<file path="src/rtl/sudoku_pkg.sv">
// sudoku_pkg: shared board constants, FSM state encoding and board cell layout
package sudoku_pkg;
  localparam int CELLS = 81;
  localparam int NUM_MAPS = 15;
  localparam int DIGIT_W = 4;
  localparam int CELL_W = 7;
  typedef enum logic [1:0] {IDLE = 2'd0, LOAD = 2'd1, PLAY = 2'd2, DONE = 2'd3} state_e;
  typedef struct packed {
    logic [DIGIT_W-1:0] sol;
    logic [DIGIT_W-1:0] dig;
    logic               fix;
  } cell_t;
endpackage

</file>
<file path="src/rtl/board_ram.sv">
// board_ram: 81-cell {solution, digit, fixed} store, one sync write port, two comb read ports
module board_ram
  import sudoku_pkg::*;
(
  input  logic                 clk,
  input  logic                 rst_n,
  input  logic                 we,
  input  logic [CELL_W-1:0]    wa,
  input  logic [2*DIGIT_W:0]   wd,
  input  logic [CELL_W-1:0]    ra,
  output logic [2*DIGIT_W:0]   ra_q,
  input  logic [CELL_W-1:0]    rb,
  output logic [DIGIT_W-1:0]   rb_dig,
  output logic                 rb_fix
);
  localparam logic [CELL_W-1:0] FULL = CELL_W'(CELLS);
  logic [2*DIGIT_W:0] mem_q [CELLS];
  always_ff @(posedge clk or negedge rst_n)
    if (!rst_n) for (int i = 0; i < CELLS; i++) mem_q[i] <= '0;
    else if (we && wa < FULL) mem_q[wa] <= wd;
  always_comb begin
    ra_q = ra < FULL ? mem_q[ra] : '0;
    rb_dig = rb < FULL ? mem_q[rb][DIGIT_W:1] : '0;
    rb_fix = rb < FULL ? mem_q[rb][0] : 1'b0;
  end
endmodule

</file>
<file path="src/rtl/puzzle_controller.sv">
// puzzle_controller: sudoku game FSM over a 9x9 board; define MISTAKE_COUNT_EN for the 3-strike failure path
module puzzle_controller #(
  parameter int NUM_MAPS = 15,
  parameter int CELLS = 81
) (
  input  logic       clk,
  input  logic       rst_n,
  input  logic       start,
  input  logic [3:0] map_sel,
  output logic [3:0] map_idx,
  output logic [6:0] map_cell,
  input  logic [3:0] map_digit,
  input  logic       map_vis,
  input  logic       move_valid,
  output logic       move_ready,
  input  logic [6:0] move_cell,
  input  logic [3:0] move_digit,
  output logic       move_ack,
  output logic       move_ok,
  input  logic [6:0] rd_cell,
  output logic [3:0] rd_digit,
  output logic       rd_fixed,
  output logic [1:0] state,
  output logic [6:0] filled_cnt,
  output logic       solved,
  output logic [1:0] mistakes
);
  import sudoku_pkg::state_e;
  import sudoku_pkg::cell_t;
  import sudoku_pkg::IDLE;
  import sudoku_pkg::LOAD;
  import sudoku_pkg::PLAY;
  import sudoku_pkg::DONE;
  localparam logic [6:0] LAST = 7'(CELLS - 1);
  localparam logic [6:0] FULL = 7'(CELLS);
  state_e state_q, state_d;
  logic [3:0] map_idx_q, map_idx_d;
  logic [6:0] cell_q, cell_d, filled_q, filled_d, correct_q, correct_d, wa;
  logic [1:0] mis_q, mis_d;
  logic ack_q, ack_d, ok_q, ok_d;
  logic acc, good, load_we, we, old_f, new_f, old_c, new_c;
  cell_t mv, wd;
  board_ram u_ram (
    .clk(clk), .rst_n(rst_n), .we(we), .wa(wa), .wd(wd),
    .ra(move_cell), .ra_q(mv), .rb(rd_cell), .rb_dig(rd_digit), .rb_fix(rd_fixed)
  );
  always_ff @(posedge clk or negedge rst_n)
    if (!rst_n) state_q <= IDLE;
    else state_q <= state_d;
  always_comb
    state_d = start ? LOAD
            : state_q == LOAD ? (cell_q == LAST ? PLAY : LOAD)
            : state_q == PLAY && (correct_d == FULL || mis_d == 2'd3) ? DONE
            : state_q;
  always_comb begin
    move_ready = state_q == PLAY && !start;
    state = state_q;
    map_idx = map_idx_q;
    map_cell = cell_q;
    move_ack = ack_q;
    move_ok = ok_q;
    filled_cnt = filled_q;
    solved = correct_q == FULL;
    mistakes = mis_q;
  end
  always_comb begin
    acc = move_valid && move_ready;
    good = acc && move_cell < FULL && move_digit <= 4'd9 && !mv.fix;
    load_we = state_q == LOAD && !start;
    we = load_we || good;
    wa = load_we ? cell_q : move_cell;
    wd = load_we ? {map_digit, map_vis ? map_digit : 4'd0, map_vis} : {mv.sol, move_digit, 1'b0};
    old_f = mv.dig != 4'd0;
    new_f = move_digit != 4'd0;
    old_c = mv.dig == mv.sol;
    new_c = move_digit == mv.sol;
    map_idx_d = start ? (int'(map_sel) < NUM_MAPS ? map_sel : 4'd0) : map_idx_q;
    cell_d = start ? 7'd0 : load_we ? (cell_q == LAST ? 7'd0 : cell_q + 7'd1) : cell_q;
    filled_d = start ? 7'd0 : load_we ? filled_q + 7'(map_vis)
             : good ? filled_q + 7'(new_f) - 7'(old_f) : filled_q;
    correct_d = start ? 7'd0 : load_we ? correct_q + 7'(map_vis)
              : good ? correct_q + 7'(new_c) - 7'(old_c) : correct_q;
`ifdef MISTAKE_COUNT_EN
    mis_d = start ? 2'd0 : good && new_f && !new_c && mis_q != 2'd3 ? mis_q + 2'd1 : mis_q;
`else
    mis_d = 2'd0;
`endif
    ack_d = acc;
    ok_d = good;
  end
  always_ff @(posedge clk or negedge rst_n)
    if (!rst_n) begin
      map_idx_q <= '0;
      cell_q <= '0;
      filled_q <= '0;
      correct_q <= '0;
      mis_q <= '0;
      ack_q <= 1'b0;
      ok_q <= 1'b0;
    end else begin
      map_idx_q <= map_idx_d;
      cell_q <= cell_d;
      filled_q <= filled_d;
      correct_q <= correct_d;
      mis_q <= mis_d;
      ack_q <= ack_d;
      ok_q <= ok_d;
    end
endmodule

</file>
<file path="config.mk">
export PLATFORM = sky130hd
export DESIGN_NAME = puzzle_controller
export DESIGN_NICKNAME = d
export VERILOG_FILES = /design/src/rtl/sudoku_pkg.sv /design/src/rtl/board_ram.sv /design/src/rtl/puzzle_controller.sv
export SDC_FILE = /design/constraint.sdc
export NUM_CORES = 2
export LEC_CHECK = 0
export BUFFER_PORTS_ARGS = -buffer_cell sky130_fd_sc_hd__buf_2
export CORE_MARGIN = 2
export CORE_UTILIZATION = 40
export CTS_BUF_LIST = sky130_fd_sc_hd__clkbuf_4
export DETAILED_ROUTE_END_ITERATION = 16
export HOLD_SLACK_MARGIN = 0.08
export PLACE_DENSITY = 0.6
export REMOVE_ABC_BUFFERS = 1
export SYNTH_ARGS = -nofsm -noshare
export SYNTH_HDL_FRONTEND = slang
export SYNTH_SLANG_ARGS = --single-unit
</file>
<file path="constraint.sdc">
create_clock -name clk -period 12.8 [get_ports clk]
set_input_delay 0 -clock clk [delete_from_list [all_inputs] [get_ports clk]]
set_output_delay 0 -clock clk [all_outputs]
set_load 0.05 [all_outputs]
</file>
* Yosys cells after proc, flatten, opt, wreduce, memory -nomap -nowiden *
Cells that the tools add are included.
Widths: inputs -> output; s select.

storage, ports and cells
  register bits after elaboration = 758
  output and inout port bits = 31

cells by class
  add/subtract/negate cells = 7
  order comparisons = 9
  bitwise gates (word level) = 3
  equality and inequality tests = 7
  mux-type cells = 29
  reductions and logical operators = 17

operator list
  cell                 number
  $bwmux 729           1
  $bmux 9 s7           2
  $mux 7               10
  $demux 9 s7          1
  $mux 9               5
  $add 7x1->7          4
  $ge 8x8->1 const B   3
  $not 7->8            3
  $eq 7x7->1 const B   3
  $lt 7x7->1 const B   3
  $sub 7x1->7          2
  $mux 4               3
  $mux 5               2
  $logic_and 1x1->1    9
  $eq 4x4->1           2
  $lt 8x1->1 const B   1
  $mux 2               4
  $reduce_bool 4->1    2
  $add 7x1->7 const B  1
  $reduce_bool 3->1    2
  $le 4x4->1 const B   1
  $lt 4x4->1 const B   1
  $eq 2x1->1 const B   1
  $eq 2x2->1 const B   1
  4 further kinds      5

* Longest topological paths before layout *
  depth in word-level cells = 16
  depth in mapped cells = 30

* Modules after synthesis *
From an unflattened synthesis, not the netlist that was laid out.

second synthesis, totals
  cell total of the unflattened synthesis = 2670
  area total of the unflattened synthesis = 39246.4 µm²

modules (own cells, without submodules)
  module             area an instance (µm²)  seq. area each (µm²)  times used  cells each
  board_ram          36585.1                 18242.5               1           2339
  puzzle_controller  2661.3                  725.7                 1           331

* Least setup slack after synthesis *
Ideal clock, no wire load.

  kind = input-to-reg
  from = in move_cell[1]
  to = reg state_q[0], in the netlist state[0]
  setup slack = 7.793 ns
  data required time = 12.690 ns
  stages on the path = 26
  path buffers = 6
  arrival = 4.897 ns
  cells stage by stage = buf_4 buf_4 buf_4 buf_4 clkbuf_1 clkbuf_1 mux4_2 mux4_2 a22oi_1 o32a_1 xor2_1 nor4_2 ha_1 inv_1 ha_1 inv_1 fa_1 nand2b_1 a21oi_1 o21ai_0 nand2b_1 a21oi_1 xnor2_1 a21oi_1 xor2_1 o41ai_1

between the ends
  longest elaborated chain between the ends = 14
  elaborated cells on any way between the ends = 20
  those cells by class = 2 x add/sub; 1 x order compare; 3 x eq/ne; 7 x mux; 1 x bitwise; 6 x reduce/logical

ends and longest elaborated chain
  what                                        line                     text
  start, declared                             puzzle_controller.sv:16  input logic [6:0] move_cell,
  $not 7->8 (not written as such)             board_ram.sv:22          ra_q = ra < FULL ? mem_q[ra] : '0;
  $bmux 9 s7                                  board_ram.sv:22
  $mux 9 (not written as such) (2 in series)  board_ram.sv:22
  $mux 9                                      board_ram.sv:22
  $eq 4x4->1                                  puzzle_controller.sv:76  new_c = move_digit == mv.sol;
  $add 7x1->7                                 puzzle_controller.sv:82  : good ? correct_q + 7'(new_c) - 7'(old_c) : correct_q;
  $sub 7x1->7                                 puzzle_controller.sv:82
  $mux 7 (*)                                  puzzle_controller.sv:82
  $mux 7 (*) (2 in series)                    puzzle_controller.sv:81  correct_d = start ? 7'd0 : load_we ? correct_q + 7'(map_vis)
  $eq 7x7->1 (*)                              puzzle_controller.sv:53  : state_q == PLAY && (correct_d == FULL || mis_d == 2'd3) ? DONE
  $logic_and 1x1->1 (*)                       puzzle_controller.sv:53
  $reduce_bool 3->1 (no line) (*)             --
  end signal, assigned                        puzzle_controller.sv:49  else state_q <= state_d;
  end, declared                               puzzle_controller.sv:36  state_e state_q, state_d;

Mark *: on every way between the ends. The rest lies on a longest branch, timed or not. The select of a mux whose other input is x is not followed.
A chain may end at the register's enable or synchronous reset.

* Worst setup path in the final report *
  from = in start
  to = reg u_ram.mem_q[216] (netlist name)

between the ends
  elaborated cells on any way between the ends = 19
  those cells by class = 3 x order compare; 5 x mux; 1 x bitwise; 10 x reduce/logical

RTL lines
  what                             line                     text
  start, declared                  puzzle_controller.sv:8   input logic start,
  $logic_not 1->1                  puzzle_controller.sv:56  move_ready = state_q == PLAY && !start;
  $logic_and 1x1->1                puzzle_controller.sv:56
  $logic_and 1x1->1                puzzle_controller.sv:67  acc = move_valid && move_ready;
  net acc                          puzzle_controller.sv:41  logic acc, good, load_we, we, old_f, new_f, old_c, new_c;
  $logic_and 1x1->1 (3 in series)  puzzle_controller.sv:68  good = acc && move_cell < FULL && move_digit <= 4'd9 && !mv.fix;
  $logic_or 1x1->1                 puzzle_controller.sv:70  we = load_we || good;
  $logic_and 1x1->1                board_ram.sv:20          else if (we && wa < FULL) mem_q[wa] <= wd;
  end signal, assigned by index    board_ram.sv:20
  end, declared                    board_ram.sv:17          logic [2*DIGIT_W:0] mem_q [CELLS];

The timed path passes the listed nets, and every way through them passes these cells.

==> reports/qor.yml <==
min_path:
  hp-start: "map_digit[0]"
  worstHoldPathType: "in2reg"
pwr:
  cell_internal_pwr_uw: 3960
  power.switching_uw: 1560
  ir_drop_mv: 0.0803
  leakagePower_uw: 0.0183
  p_seq_share_pct: 48.2
  switching_share_pct: 28.3
  totalPowerFinal_uw: 5520
  power-per-cell-area_nw_per_um2: 131
  power.share.clock_pct: 39.2
  pwr-share-comb_pct: 12.7
timing:
  min_period_ns: 6.24
  finalSetupViolations: 0
  worst_slack_ns: 6.56
  setup-tns-final_ns: 0
  tightest_pin_transition_ns: 1.16
  layout_worst_path_cycle_share_pct: 48.8
  rsz_0062_raised_after_global_routing: "no"
  skew_ns: 0.0759
  slew_violations: 0
  max-slew-margin-rel_pct: 22.2
  max_freq_mhz: 160
  hold_violations: 0
floorplanning:
  io_pins: 62
  dieArea_um2: 98400
  fp-row-count: 113
  die_height_um: 314
  placeableCoreArea_um2: 95000
  chipWidth_um: 314
  initial_standard_cell_utilization_of_the_core_pct: 40.4
layout:
  final_layout_size_suffix_gt1_share_pct: 23.2
  layout.nets: 3517
  area_delta_synth_final_pct: 10.0
clocking:
  postCtsSetupRepairBufs: 0
  cts_buffer_depth: 3
  tritoncts_clock_tree: "built"
  cts_htree_levels: 4
  clock_latency_ns: 1.13
  clkSlewWorstSetupHoldPaths_ns: 0.07
  number_of_cells_upsized_or_downsized_after_cts: 0
  cts_buffers: 197
  clock_sinks: 758
  root_buffer: "clkbuf_4"
global_route:
  grt_pass1_wl_um: 180000
  grt_overflow: 0
  grt_util_met3_pct: 6.39
  use_met1_pct: 33.8
  grt_start_max_net_pins: 119
  first_global_vias: 27700
  global_route_met2_usage_pct: 36.2
  antenna_violations_before_repair: 8
  busiest_layer: "met2"
  global_route.usage.total_pct: 24.3
synthesis:
  synth_edf_count: 0
  postSynthAreaPerCell_um2: 11.2
  synth.cell_area_um2: 38400
  seq_area_frac_synth_pct: 49.4
  yosysUniqueCellTypes: 76
  cell_types_with_the_largest_area_share_after_synthesis: "dfrtp_1, mux4_2, nand2_1"
  synthesis.instances: 3412
  netlist.area_leader.share_pct: 49.4
  async_reset_ff_share_pct: 100
  number_of_warnings_reported_in_the_yosys_synthesis_log: 0
  synth_top_flop_cell: "dfrtp_1"
  synth-seq-cells: 758
  synthDominantAreaCellType: "dfrtp_1"
critical_path:
  critPathArrivalTime_ns: 7.26
  worst-path-max-fanout: 27
  timing.rr.start: "u_ram.mem_q[482]"
  critPathRequiredTime_ns: 13.82
  critPathKind: "in2reg"
  timing.critical_path.from: "start"
  timing.critical_path.to_type: "flip-flop"
  critPathLaunchType: "primary input"
placement:
  dp_slack_ns: 6.37
  place.port_buffers: 59
  weighted_congestion_reported_at_the_end_of_routability_driven_placement: 0.942
  dpl.hpwl_um: 71800
routing:
  avgRoutedWirePerCell_um: 24.0
  routed-via-count: 28000
  firstDrtPassIters: 8
  drt_total_wl_um: 117000
  drc: 0
  drt_iter0_markers: 2986
  route.antenna.remaining_nets: 0
  via_per_inst: 5.77
flow_run:
  maxCapViolations: 0
status:
  outcome: "finished, final reports clean"
[critical path: stages]
cell	delay [ns]
dlygate4sd3_1	0.53
dlygate4sd3_1	0.56
buf_2	0.24
dlygate4sd3_1	0.84
nand2b_1	0.26
nor2_1	0.27
and2_1	0.36
nand4_1	0.13
dlygate4sd3_1	0.71
a211oi_4	0.18
dlygate4sd3_1	0.57
buf_4	0.31
a22o_1	0.83
nor3b_2	1.06
mux2_2	0.42
[power by group through the flow]
stage / Combinational (µW) / Clock, µW / Sequential, µW
final: 701 / 2160 / 2660
after global routing: 762 / 2340 / 2680
after CTS: 699 / 2210 / 2650
after detailed placement: 685 / 0 / 2700
after global placement: 673 / 0 / 2690
after floorplan: 389 / 0 / 2670
[metrics by stage]
stage | cell area, µm² | utilization [%] | hold slack (ns) | cells
after floorplan | 36900 | - | -0.296 | 3106
after global placement | 39200 | 41.3 | 0.152 | 4473
after detailed placement | 39200 | 41.3 | 0.155 | 4473
after CTS | 42200 | 44.4 | 0.0987 | 4855
after global routing | 42200 | 44.4 | 0.167 | 4857
final | 42200 | 44.4 | 0.208 | 4857
[state kept, by name, indices dropped and copies added (netlist names)]
name and flops:
u_ram.mem_q 729, correct_q 7, filled_cnt 7, map_cell 7, map_idx 4, state 2, move_ack 1, move_ok 1
[per-layer routing]
metal | wire, µm | share of wire (%)
met4 | 4170 | 3.6
met1 | 49800 | 43
met5 | 36 | 0.031
met3 | 10100 | 8.7
met2 | 52600 | 45
[cell usage after synthesis (7+ instances only)]
master / number
nand4_1: 7
ha_1: 29
mux2i_1: 91
mux2_2: 51
buf_6: 9
o22ai_1: 14
o21ai_0: 482
buf_2: 85
dfrtp_1: 758
inv_1: 46
or2_2: 17
nand2_1: 702
buf_1: 17
a21oi_1: 47
xor2_1: 13
nor2b_1: 7
a21o_1: 13
nand2_2: 10
buf_4: 23
nor2_1: 86
clkbuf_1: 167
o21ai_1: 189
mux4_2: 308
or3_1: 14
nor3_1: 12
and2_1: 10
xnor2_1: 7
nand3_1: 19
a31oi_1: 7
nand2b_1: 43
a22oi_1: 19
o221ai_1: 14
[cell type report]
cell class | instances | area [µm²]
multi-input combinational | 2298 | 17800
clock buffer | 295 | 2210
inverter | 50 | 190
sequential | 758 | 19000
tap | 1265 | 1580
antenna | 2 | 5.00
clock inverter | 39 | 300
fill | 9008 | 52800
timing repair buffer | 150 | 1180
[cells by family after synthesis]
family	synth area share, %
other	0.00977
and+or+nand+nor	10.4
xor gates and xnor gates	0.456
DFF	49.4
buffers and inverters	4.33
AOI/OAI and AO/OA	11.8
muxes	22.5
adders and majority gates	1.05
[cells in the final DEF (no fill, tap or decap), drive strengths merged, types with 4 or more instances in the layout]
master       synthesis  layout
and2                10      10
a21o                14      14
xnor2                7       7
a22oi               20      20
nand2b              43      43
xor2                13      13
a21oi               48      48
buf                139     102
o21ai              674     674
a211oi               5       5
a31oi                7       7
o32ai                5       5
nor2b                7       7
nor4                 5       5
o32a                 4       4
mux2i               92      92
or2                 17      17
o211ai               4       4
dlygate4sd3          0      47
nor2                86      86
nor3b                4       4
o221ai              14      14
dfrtp              758     758
nand2              712     712
ha                  29      29
nand4               11      11
bufinv               0       4
nand3               19      19
mux4               313     313
inv                 46      50
o22ai               14      14
clkbuf             168     296
clkinv               4      33
mux2                56      56
or3                 14      14
nor3                15      15
[path summary, 6_finish.rpt]
path                                     to  slack, ns  cells after the start
max                        u_ram.mem_q[216]       6.56                     15
min                        u_ram.mem_q[613]       0.21                      5
max reg2reg                    correct_q[6]       7.10                     23
min reg2reg                u_ram.mem_q[593]       0.47                      2
max in group asynchronous  u_ram.mem_q[359]       9.65                      7
min in group asynchronous  u_ram.mem_q[118]       0.66                      5
[timing repair]
item / in CTS / in global routing
hold endpoints to repair: 1096 / 0
hold buffers: 48 / 0
setup endpoints to repair: 0 / 0
No activity file was read; power rests on OpenSTA's default activity.
